`src/rtl/cgra_config_loader_if.sv`:
```
// rtl/cgra_config_loader_if.sv - host word stream and readback stream bundle for the config loader
interface cgra_config_loader_if #(
    parameter int WORD_W = 32
) ();
    logic              in_valid;
    logic              in_ready;
    logic [WORD_W-1:0] in_data;
    logic              rb_valid;
    logic              rb_ready;
    logic [WORD_W-1:0] rb_data;

    modport master (
        output in_valid, in_data, rb_ready,
        input  in_ready, rb_valid, rb_data
    );

    modport slave (
        input  in_valid, in_data, rb_ready,
        output in_ready, rb_valid, rb_data
    );
endinterface

```
`src/rtl/cgra_config_loader.sv`:
```
// rtl/cgra_config_loader.sv - serialises host config words onto the CGRA scan chain and repacks readback
module cgra_config_loader #(
    parameter int WORD_W   = 32,
    parameter int LEN_W    = 16,
    parameter int READBACK = 1
) (
    input  logic             Config_Clock,
    input  logic             Config_Reset,
    input  logic             start,
    input  logic             abort,
    input  logic [LEN_W-1:0] len_bits,
    output logic             ConfigSerialOut,
    input  logic             ConfigSerialIn,
    output logic             shift_en,
    output logic             busy,
    output logic             done,
    cgra_config_loader_if.slave io
);
    localparam int SH    = $clog2(WORD_W);
    localparam int CNT_W = SH + 1;

    typedef enum logic [1:0] {S_IDLE, S_SHIFT, S_DRAIN, S_DONE} state_t;

    state_t            r_state;
    logic [LEN_W-1:0]  r_len;
    logic [LEN_W-1:0]  r_sent;
    logic [LEN_W-1:0]  r_loaded;      // chain bits already moved into shreg
    logic [LEN_W:0]    r_words_left;  // host words still to be accepted this load
    logic [WORD_W-1:0] r_buf;
    logic              r_buf_full;
    logic [WORD_W-1:0] r_shreg;
    logic [CNT_W-1:0]  r_sh_cnt;      // valid bits left in shreg
    logic [WORD_W-1:0] r_rb_sh;
    logic [CNT_W-1:0]  r_rb_cnt;
    logic [WORD_W-1:0] r_rb_hold;
    logic              r_rb_valid;

    logic              w_rb_free;
    logic              w_shift;
    logic              w_in_ready;
    logic              w_in_fire;
    logic              w_sh_empty_next;
    logic [LEN_W-1:0]  w_remain;
    logic [CNT_W-1:0]  w_load_cnt;
    logic [WORD_W-1:0] w_rb_next;
    logic              w_rb_last;
    logic [WORD_W-1:0] w_rb_word;
    logic [LEN_W:0]    w_words_init;

    // Readback taken this cycle counts as free so word boundaries cost no bubble.
    assign w_rb_free       = (READBACK == 0) || !r_rb_valid || io.rb_ready;
    assign w_shift         = (r_state == S_SHIFT) && (r_sh_cnt != '0) && (r_sent < r_len) && w_rb_free;
    assign w_in_ready      = (r_state != S_IDLE) && !r_buf_full && (r_words_left != '0);
    assign w_in_fire       = io.in_valid && w_in_ready;
    // shreg refills on the cycle its last bit leaves, keeping back-to-back words contiguous.
    assign w_sh_empty_next = (r_sh_cnt == '0) || ((r_sh_cnt == CNT_W'(1)) && w_shift);
    // The final word only contributes the bits still owed to the chain.
    assign w_remain        = r_len - r_loaded;
    assign w_load_cnt      = (w_remain >= LEN_W'(WORD_W)) ? CNT_W'(WORD_W) : w_remain[CNT_W-1:0];
    assign w_rb_next       = {ConfigSerialIn, r_rb_sh[WORD_W-1:1]};
    assign w_rb_last       = (r_rb_cnt == CNT_W'(WORD_W-1)) || ((r_sent + LEN_W'(1)) == r_len);
    // A short final readback word is shifted down so its first bit lands in bit 0.
    assign w_rb_word       = w_rb_next >> (CNT_W'(WORD_W-1) - r_rb_cnt);
    assign w_words_init    = ({1'b0, len_bits} + (LEN_W+1)'(WORD_W-1)) >> SH;

    assign shift_en        = w_shift;
    assign ConfigSerialOut = w_shift & r_shreg[0];
    assign busy            = (r_state != S_IDLE);
    assign done            = (r_state == S_DONE);
    assign io.in_ready     = w_in_ready;
    assign io.rb_valid     = r_rb_valid;
    assign io.rb_data      = r_rb_hold;

    // Load sequencing, word intake, serialisation and readback packing.
    always_ff @(posedge Config_Clock) begin
        if (Config_Reset || abort) begin
            r_state      <= S_IDLE;
            r_len        <= '0;
            r_sent       <= '0;
            r_loaded     <= '0;
            r_words_left <= '0;
            r_buf        <= '0;
            r_buf_full   <= 1'b0;
            r_shreg      <= '0;
            r_sh_cnt     <= '0;
            r_rb_sh      <= '0;
            r_rb_cnt     <= '0;
            r_rb_hold    <= '0;
            r_rb_valid   <= 1'b0;
        end else begin
            case (r_state)
                S_IDLE: begin
                    if (start) begin
                        r_len        <= len_bits;
                        r_sent       <= '0;
                        r_loaded     <= '0;
                        r_words_left <= w_words_init;
                        r_buf_full   <= 1'b0;
                        r_sh_cnt     <= '0;
                        r_rb_sh      <= '0;
                        r_rb_cnt     <= '0;
                        r_state      <= (len_bits == '0) ? S_DONE : S_SHIFT;
                    end
                end
                S_SHIFT: begin
                    if (w_shift && ((r_sent + LEN_W'(1)) == r_len)) begin
                        r_state <= S_DRAIN;
                    end
                end
                S_DRAIN: begin
                    if ((READBACK == 0) || !r_rb_valid || io.rb_ready) begin
                        r_state <= S_DONE;
                    end
                end
                S_DONE:  r_state <= S_IDLE;
                default: r_state <= S_IDLE;
            endcase

            if (w_in_fire) begin
                r_words_left <= r_words_left - (LEN_W+1)'(1);
            end

            if (w_sh_empty_next && r_buf_full) begin
                r_shreg    <= r_buf;
                r_sh_cnt   <= w_load_cnt;
                r_loaded   <= r_loaded + LEN_W'(w_load_cnt);
                r_buf_full <= 1'b0;
            end else if (w_sh_empty_next && w_in_fire) begin
                r_shreg  <= io.in_data;
                r_sh_cnt <= w_load_cnt;
                r_loaded <= r_loaded + LEN_W'(w_load_cnt);
            end else begin
                if (w_in_fire) begin
                    r_buf      <= io.in_data;
                    r_buf_full <= 1'b1;
                end
                if (w_shift) begin
                    r_shreg  <= r_shreg >> 1;
                    r_sh_cnt <= r_sh_cnt - CNT_W'(1);
                end
            end

            if (r_rb_valid && io.rb_ready) begin
                r_rb_valid <= 1'b0;
            end

            if (w_shift) begin
                r_sent <= r_sent + LEN_W'(1);
                if (w_rb_last) begin
                    r_rb_hold  <= w_rb_word;
                    r_rb_valid <= (READBACK != 0);
                    r_rb_sh    <= '0;
                    r_rb_cnt   <= '0;
                end else begin
                    r_rb_sh  <= w_rb_next;
                    r_rb_cnt <= r_rb_cnt + CNT_W'(1);
                end
            end
        end
    end
endmodule
```
`src/flat_wrapper.sv`:
```
// flat-port wrapper written by rule: the top's interface ports become plain ports
module cgra_config_loader_flat 
#(
    parameter int WORD_W   = 32,
    parameter int LEN_W    = 16,
    parameter int READBACK = 1
)
  (Config_Clock, Config_Reset, start, abort, len_bits, ConfigSerialOut, ConfigSerialIn, shift_en, busy, done, io_in_valid, io_in_data, io_rb_ready, io_in_ready, io_rb_valid, io_rb_data);
  cgra_config_loader_if #(.WORD_W(WORD_W)) io_i ();
  input  logic Config_Clock;
  input  logic Config_Reset;
  input  logic start;
  input  logic abort;
  input  logic [LEN_W-1:0] len_bits;
  output logic ConfigSerialOut;
  input  logic ConfigSerialIn;
  output logic shift_en;
  output logic busy;
  output logic done;
  input wire logic [$bits(io_i.in_valid)-1:0] io_in_valid;
  input wire logic [$bits(io_i.in_data)-1:0] io_in_data;
  input wire logic [$bits(io_i.rb_ready)-1:0] io_rb_ready;
  output wire logic [$bits(io_i.in_ready)-1:0] io_in_ready;
  output wire logic [$bits(io_i.rb_valid)-1:0] io_rb_valid;
  output wire logic [$bits(io_i.rb_data)-1:0] io_rb_data;
  assign io_i.in_valid = io_in_valid;
  assign io_i.in_data = io_in_data;
  assign io_i.rb_ready = io_rb_ready;
  assign io_in_ready = io_i.in_ready;
  assign io_rb_valid = io_i.rb_valid;
  assign io_rb_data = io_i.rb_data;
  cgra_config_loader #(.WORD_W(WORD_W), .LEN_W(LEN_W), .READBACK(READBACK)) u_core (.Config_Clock(Config_Clock), .Config_Reset(Config_Reset), .start(start), .abort(abort), .len_bits(len_bits), .ConfigSerialOut(ConfigSerialOut), .ConfigSerialIn(ConfigSerialIn), .shift_en(shift_en), .busy(busy), .done(done), .io(io_i));
endmodule
```
`config.mk`:
```
export PLATFORM = sky130hd
export DESIGN_NAME = cgra_config_loader_flat
export DESIGN_NICKNAME = d
export VERILOG_FILES = /design/src/rtl/cgra_config_loader_if.sv /design/src/rtl/cgra_config_loader.sv /design/src/flat_wrapper.sv
export SDC_FILE = /design/constraint.sdc
export NUM_CORES = 1
export LEC_CHECK = 0
export ABC_AREA = 1
export CORE_MARGIN = 3
export CORE_UTILIZATION = 45
export DETAILED_ROUTE_END_ITERATION = 10
export PLACE_DENSITY_LB_ADDON = 0.3
export SETUP_SLACK_MARGIN = 0.2
export SYNTH_ARGS = -nofsm -noshare
export SYNTH_HDL_FRONTEND = slang
export SYNTH_SLANG_ARGS = --single-unit
```
`constraint.sdc`:
```
create_clock -name Config_Clock -period 5.14 [get_ports Config_Clock]
set_input_delay 1.028 -clock Config_Clock [delete_from_list [all_inputs] [get_ports Config_Clock]]
set_output_delay 1.028 -clock Config_Clock [all_outputs]
set_load 0.01 [all_outputs]
```
# == Word level (Yosys, flattened, before mapping) ==
# Index checks and enable logic that the tools add are counted.
# op_classes
addsub,8
order_cmp,2
eq_ne,9
shifts,1
n_mux,35
bitwise_logic,3
n_reduce_logical,41
# ops
operator,n
2-to-1 mux 32 bit,7
2-to-1 mux 16 bit,5
2-to-1 mux 17 bit,3
2-to-1 mux 6 bit,8
>> shifter 32 x 6 -> 32 bit,1
"adder 16 x 5 -> 17 bit, second input constant",1
nonzero test 17 bit,1
"subtractor 17 x 1 -> 17 bit, second input constant",1
"adder 16 x 1 -> 16 bit, second input constant",1
adder 16 x 6 -> 16 bit,1
== test 16 bit,1
"greater-or-equal comparator 16 x 6 -> 1 bit, second input constant",1
logical NOT 16 bit,1
< comparator 16 bit,1
subtractor 16 bit,1
AND reduction 2 bit,6
logical AND 1 bit,11
nonzero test 2 bit,5
nonzero test 3 bit,3
2-to-1 mux 2 bit,4
case mux 2 bit (4 select lines),1
nonzero test 4 bit,2
2-to-1 mux 1 bit,7
"adder 6 x 1 -> 6 bit, second input constant",1
other kinds (17),25
# totals
ff_bits,209
input_bits,55
out_inout_bits,38
elab_cells,112

# == Depth between registers and ports, before layout ==
# logic_depth
ltp_word,9
depth_mapped,31

# == Worst setup path after synthesis ==
# No wires, ideal clock.
# synth_timing
path_type,register to register
from,reg u_core.r_len[0]
to,reg u_core.r_loaded[14]
arrival_ps,3513
t_required_ps,5070
setup_slack_ps,1557
path_stages_with_launch,28
path_buffers,0
synth_period_minus_slack_ps,3583
cell_sequence,dfxtp_1 > inv_1 > ha_1 > fa_1 > inv_1 > nand3_1 > nand3_1 > nand2_1 > nand3_1 > nand3_1 > nor2_1 > nand3_1 > nor2_1 > inv_1 > nor2_1 > fa_1 > nand3_1 > nand2_1 > nand2_1 > nand2_1 > a21oi_1 > nor2_1 > nand2_1 > nor2_1 > nand2_1 > nor3_1 > nand3_1 > a21oi_1
# synth_between
elab_chain_len,8
elab_cells_between_ends,16
# synth_lines
element,line,source
start: declaration,cgra_config_loader.sv:25,logic [LEN_W-1:0] r_len;
start signal: assignment,cgra_config_loader.sv:94,r_len <= len_bits;
"parallel branches: the longest is 8 deep, another holds subtractor 16 bit",n/a,
end signal: assignment,cgra_config_loader.sv:126,r_loaded <= r_loaded + LEN_W'(w_load_cnt);
end signal: assignment,cgra_config_loader.sv:131,r_loaded <= r_loaded + LEN_W'(w_load_cnt);
end: declaration,cgra_config_loader.sv:27,logic [LEN_W-1:0] r_loaded;
# Parallel ways; which one is timed is not known.
# A chain may end at the register's enable or synchronous reset.

# == Worst setup path in the final report ==
# layout_timing
from,reg u_core.r_len[0]
to,reg u_core.r_loaded[12]
# The elaborated chain is that of the path after synthesis.

==> flow_summary.toml <==
[clock_network]
path_clk_slew_ns = 0.07
clk_path_buf_depth = 3
cts_inserted_buffers = 24
clk-insertion-delay-late_ns = 0.54
cts_root_buf = "clkbuf_16"
clock-sinks = 208
cts_tree = "built"
htree_levels = 1
cts_setup_buffers = 0

[yosys]
synth_cells = 2008
syn_nets = 2111
synth_largest_type_area_fraction_pct = 32.3
synth_top_flop_cell = "dfxtp_1"
postSynth.asyncResetShare_pct = 0
portion_of_netlist_area_occupied_by_mux_cells_pct = 0.543
synth_compound_area_share_pct = 18.4
synth.yosys.warnings = 0
post_synth_main_area_contributors = "dfxtp_1, nand2_1, nand3_1, a21oi_1, inv_1"
ys_seq_elements = 208
yosys.cell_count.top_type = "nand2_1"
synth_area_per_cell_um2 = 6.43
dominant_combinational_cell_family_by_area_after_synthesis = "simple AND/OR/NAND/NOR gates"
synth-edff-count = 0
synth_commonest_cells = "nand2_1, inv_1, dfxtp_1"
synth_simple_gate_area_share_pct = 31.5
synth_area_leader_cell = "dfxtp_1"
seq_area_frac_synth_pct = 32.3
synth_adder_area_share_pct = 4.77
post_synthesis_cell_area_mm2 = 0.0129
yosys.cell_types.count = 52
synth_area_in_xor_xnor_pct = 2.58

[routing]
wl_per_cell_um = 14.9
detailedRoute.firstIterationViolations = 1166
drc = 0
routed_wl_mm = 36.3
post_drt_via_cell_ratio = 5.43
detailedRoute.firstPassIterationCount = 5
detailroute.via_count = 13209
ant_nets = 0

[flow_run]
maxCapViolations = 0

[worst_setup_path]
arrival_ns = 4.73
timing.critical_path.required_ns = 5.60
start_kind = "flop"
worst_setup_path_end_kind = "flop"
max_stage_delay_ns = 0.40
cell_type_of_the_slowest_stage_on_the_worst_timing_path = "fa_1"
r2r.worst_path.cells = 27
setup_cp_type = "flop to flop"
critical_path_peak_fanout = 5

[pwr]
part_of_the_total_power_dissipated_in_combinational_logic_pct = 14.5
share_seq_of_total_power_pct = 39.4
netSwitchingPower_uw = 1150
share_clk_of_total_power_pct = 46.1
irDropWorstVdd_mv = 0.242
power_switching_share_pct = 27.2
power.leakage_uw = 0.00598
fin_total_pwr_uw = 4220
power_density_mw_per_mm2 = 283
internal_power_uw = 3070

[floorplanning]
rows = 61
floorplan.die_area_mm2 = 0.0307
boundaryPins = 93
core_mm2 = 0.0280
die_width_um = 175
die_y_um = 175
initial_utilization_pct = 46.1

[timing]
finClkSkew_ns = 0.0204
fmax_mhz = 234
finalMaxSlewViolations = 0
setup_total_negative_slack_ns = 0
finalHoldViolations = 0
worstMarginPinSlew_ns = 1.06
finalSetupViolations = 0
maxSlewHeadroom_pct = 29.1
setup_repair_after_global_routing_missed_its_margin = "false"
final.period_utilization_pct = 83.2
layout_min_cycle_time_ns = 4.28

[global_routing]
grt_first_pass_wirelength_mm = 60.7
gr-usage-all-layers_pct = 23.2
largest_net_degree_at_the_start_of_global_routing = 81
first_global_vias = 12266
global_route.overflow_total = 0
initial_antenna_violation_count = 0

[finish]
post_route_cells_drive_above_1_share_pct = 4.48
fin_nets = 2138
num_antenna_cells = 0
layout-area-overhead-vs-synth_pct = 15.7

[place]
hpwlAfterDp_mm = 25.0
io_buffer_count = 92
routability_congestion_estimate_from_global_placement = 0.922

[outcome]
status = "complete, no violations"

[min_path]
worstHoldPathCells = 2
class_of_the_most_critical_hold_timing_path = "flop to flop"
==> routing by layer <==
layer,wire length [um],part of all wire [%],track usage (%)
met5,0,0,0
met4,760,2.1,5.32
met3,2130,5.9,2.46
met1,16800,46,32.1
met2,16600,46,38.9
==> logic make-up after synthesis <==
family                   after synthesis
AND/OR/NAND/NOR                      949
AO/OA/AOI/OAI                        427
buffers and inverters                331
flip-flops                           208
adder cells (fa/ha/maj)               48
XOR/XNOR                              38
multiplexers                           7
==> sequential cells by signal, indices dropped and copies added (netlist names) <==
register / cells
u_core.r_buf: 32
u_core.io.rb_valid: 1
u_core.r_buf_full: 1
u_core.io.rb_data: 32
u_core.r_sh_cnt: 6
u_core.r_sent: 16
u_core.r_shreg: 32
u_core.r_len: 16
u_core.r_rb_cnt: 6
u_core.r_state: 2
u_core.r_rb_sh: 31
u_core.r_loaded: 16
u_core.r_words_left: 17
==> power groups by stage <==
stage	logic [uW]	clock network [uW]	registers (uW)
3_5_place_dp	607	0	1700
6_report	613	1940	1660
5_1_grt	690	2040	1670
4_1_cts	610	1980	1660
3_3_place_gp	602	0	1700
2_1_floorplan	430	0	1690
==> worst max-delay path: cells and delay by family, from the launching register on <==
family	cells	cell delay, ns
adder cells (fa/ha/maj)	3	0.86
flip-flops	1	0.34
buffers and inverters	3	0.35
AO/OA/AOI/OAI	3	0.30
AND/OR/NAND/NOR	18	2.33
==> path summary, 6_finish.rpt <==
kind	start	end	slack, ns
worst max-delay path	u_core.r_len[0]	u_core.r_loaded[12]	0.86
worst min-delay path	u_core.r_words_left[16]	u_core.r_words_left[16]	0.44
worst max register to register	u_core.r_len[0]	u_core.r_loaded[12]	0.86
worst min register to register	u_core.r_words_left[16]	u_core.r_words_left[16]	0.44
==> per-stage QoR <==
| stage | std cells | hold WS (ns) | util [%] | setup slack [ns] | cell area (um^2) |
|---|---|---|---|---|---|
| floorplan | 2008 | 0.425 | - | 1.56 | 12900 |
| global placement | 2387 | 0.438 | 50.0 | 0.943 | 14000 |
| detailed placement | 2387 | 0.438 | 50.0 | 0.851 | 14000 |
| CTS | 2431 | 0.449 | 53.3 | 0.799 | 14900 |
| global route | 2431 | 0.471 | 53.3 | 0.317 | 14900 |
| finish | 2431 | 0.444 | 53.3 | 0.863 | 14900 |
==> placed cells by master, fill, tap and decap left out, types with 19 or more instances in the layout <==
cell and count:
xor2_1 32, nand4_1 19, a21oi_1 181, clkdlybuf4s50_1 92
clkbuf_16 24, nand3_1 199, nor2_1 117, inv_1 213
o211ai_1 41, nand2_1 551, dfxtp_1 208, a31oi_1 38
o21ai_0 137, nor3_1 20, ha_1 46
==> final cells by class <==
type | count | area, um^2
well taps | 378 | 473
flip-flops and latches | 208 | 4160
repair buffers | 110 | 1060
multi-input cells | 1469 | 7470
clock buffers | 32 | 711
clock inverters | 12 | 214
fillers | 2766 | 13100
inverters | 222 | 836
==> what timing repair did <==
action,4_1_cts,5_1_grt
gates resized for setup,0,1
endpoints found under the setup margin,0,2
hold buffers,0,0
(Power assumes the default switching activity.)
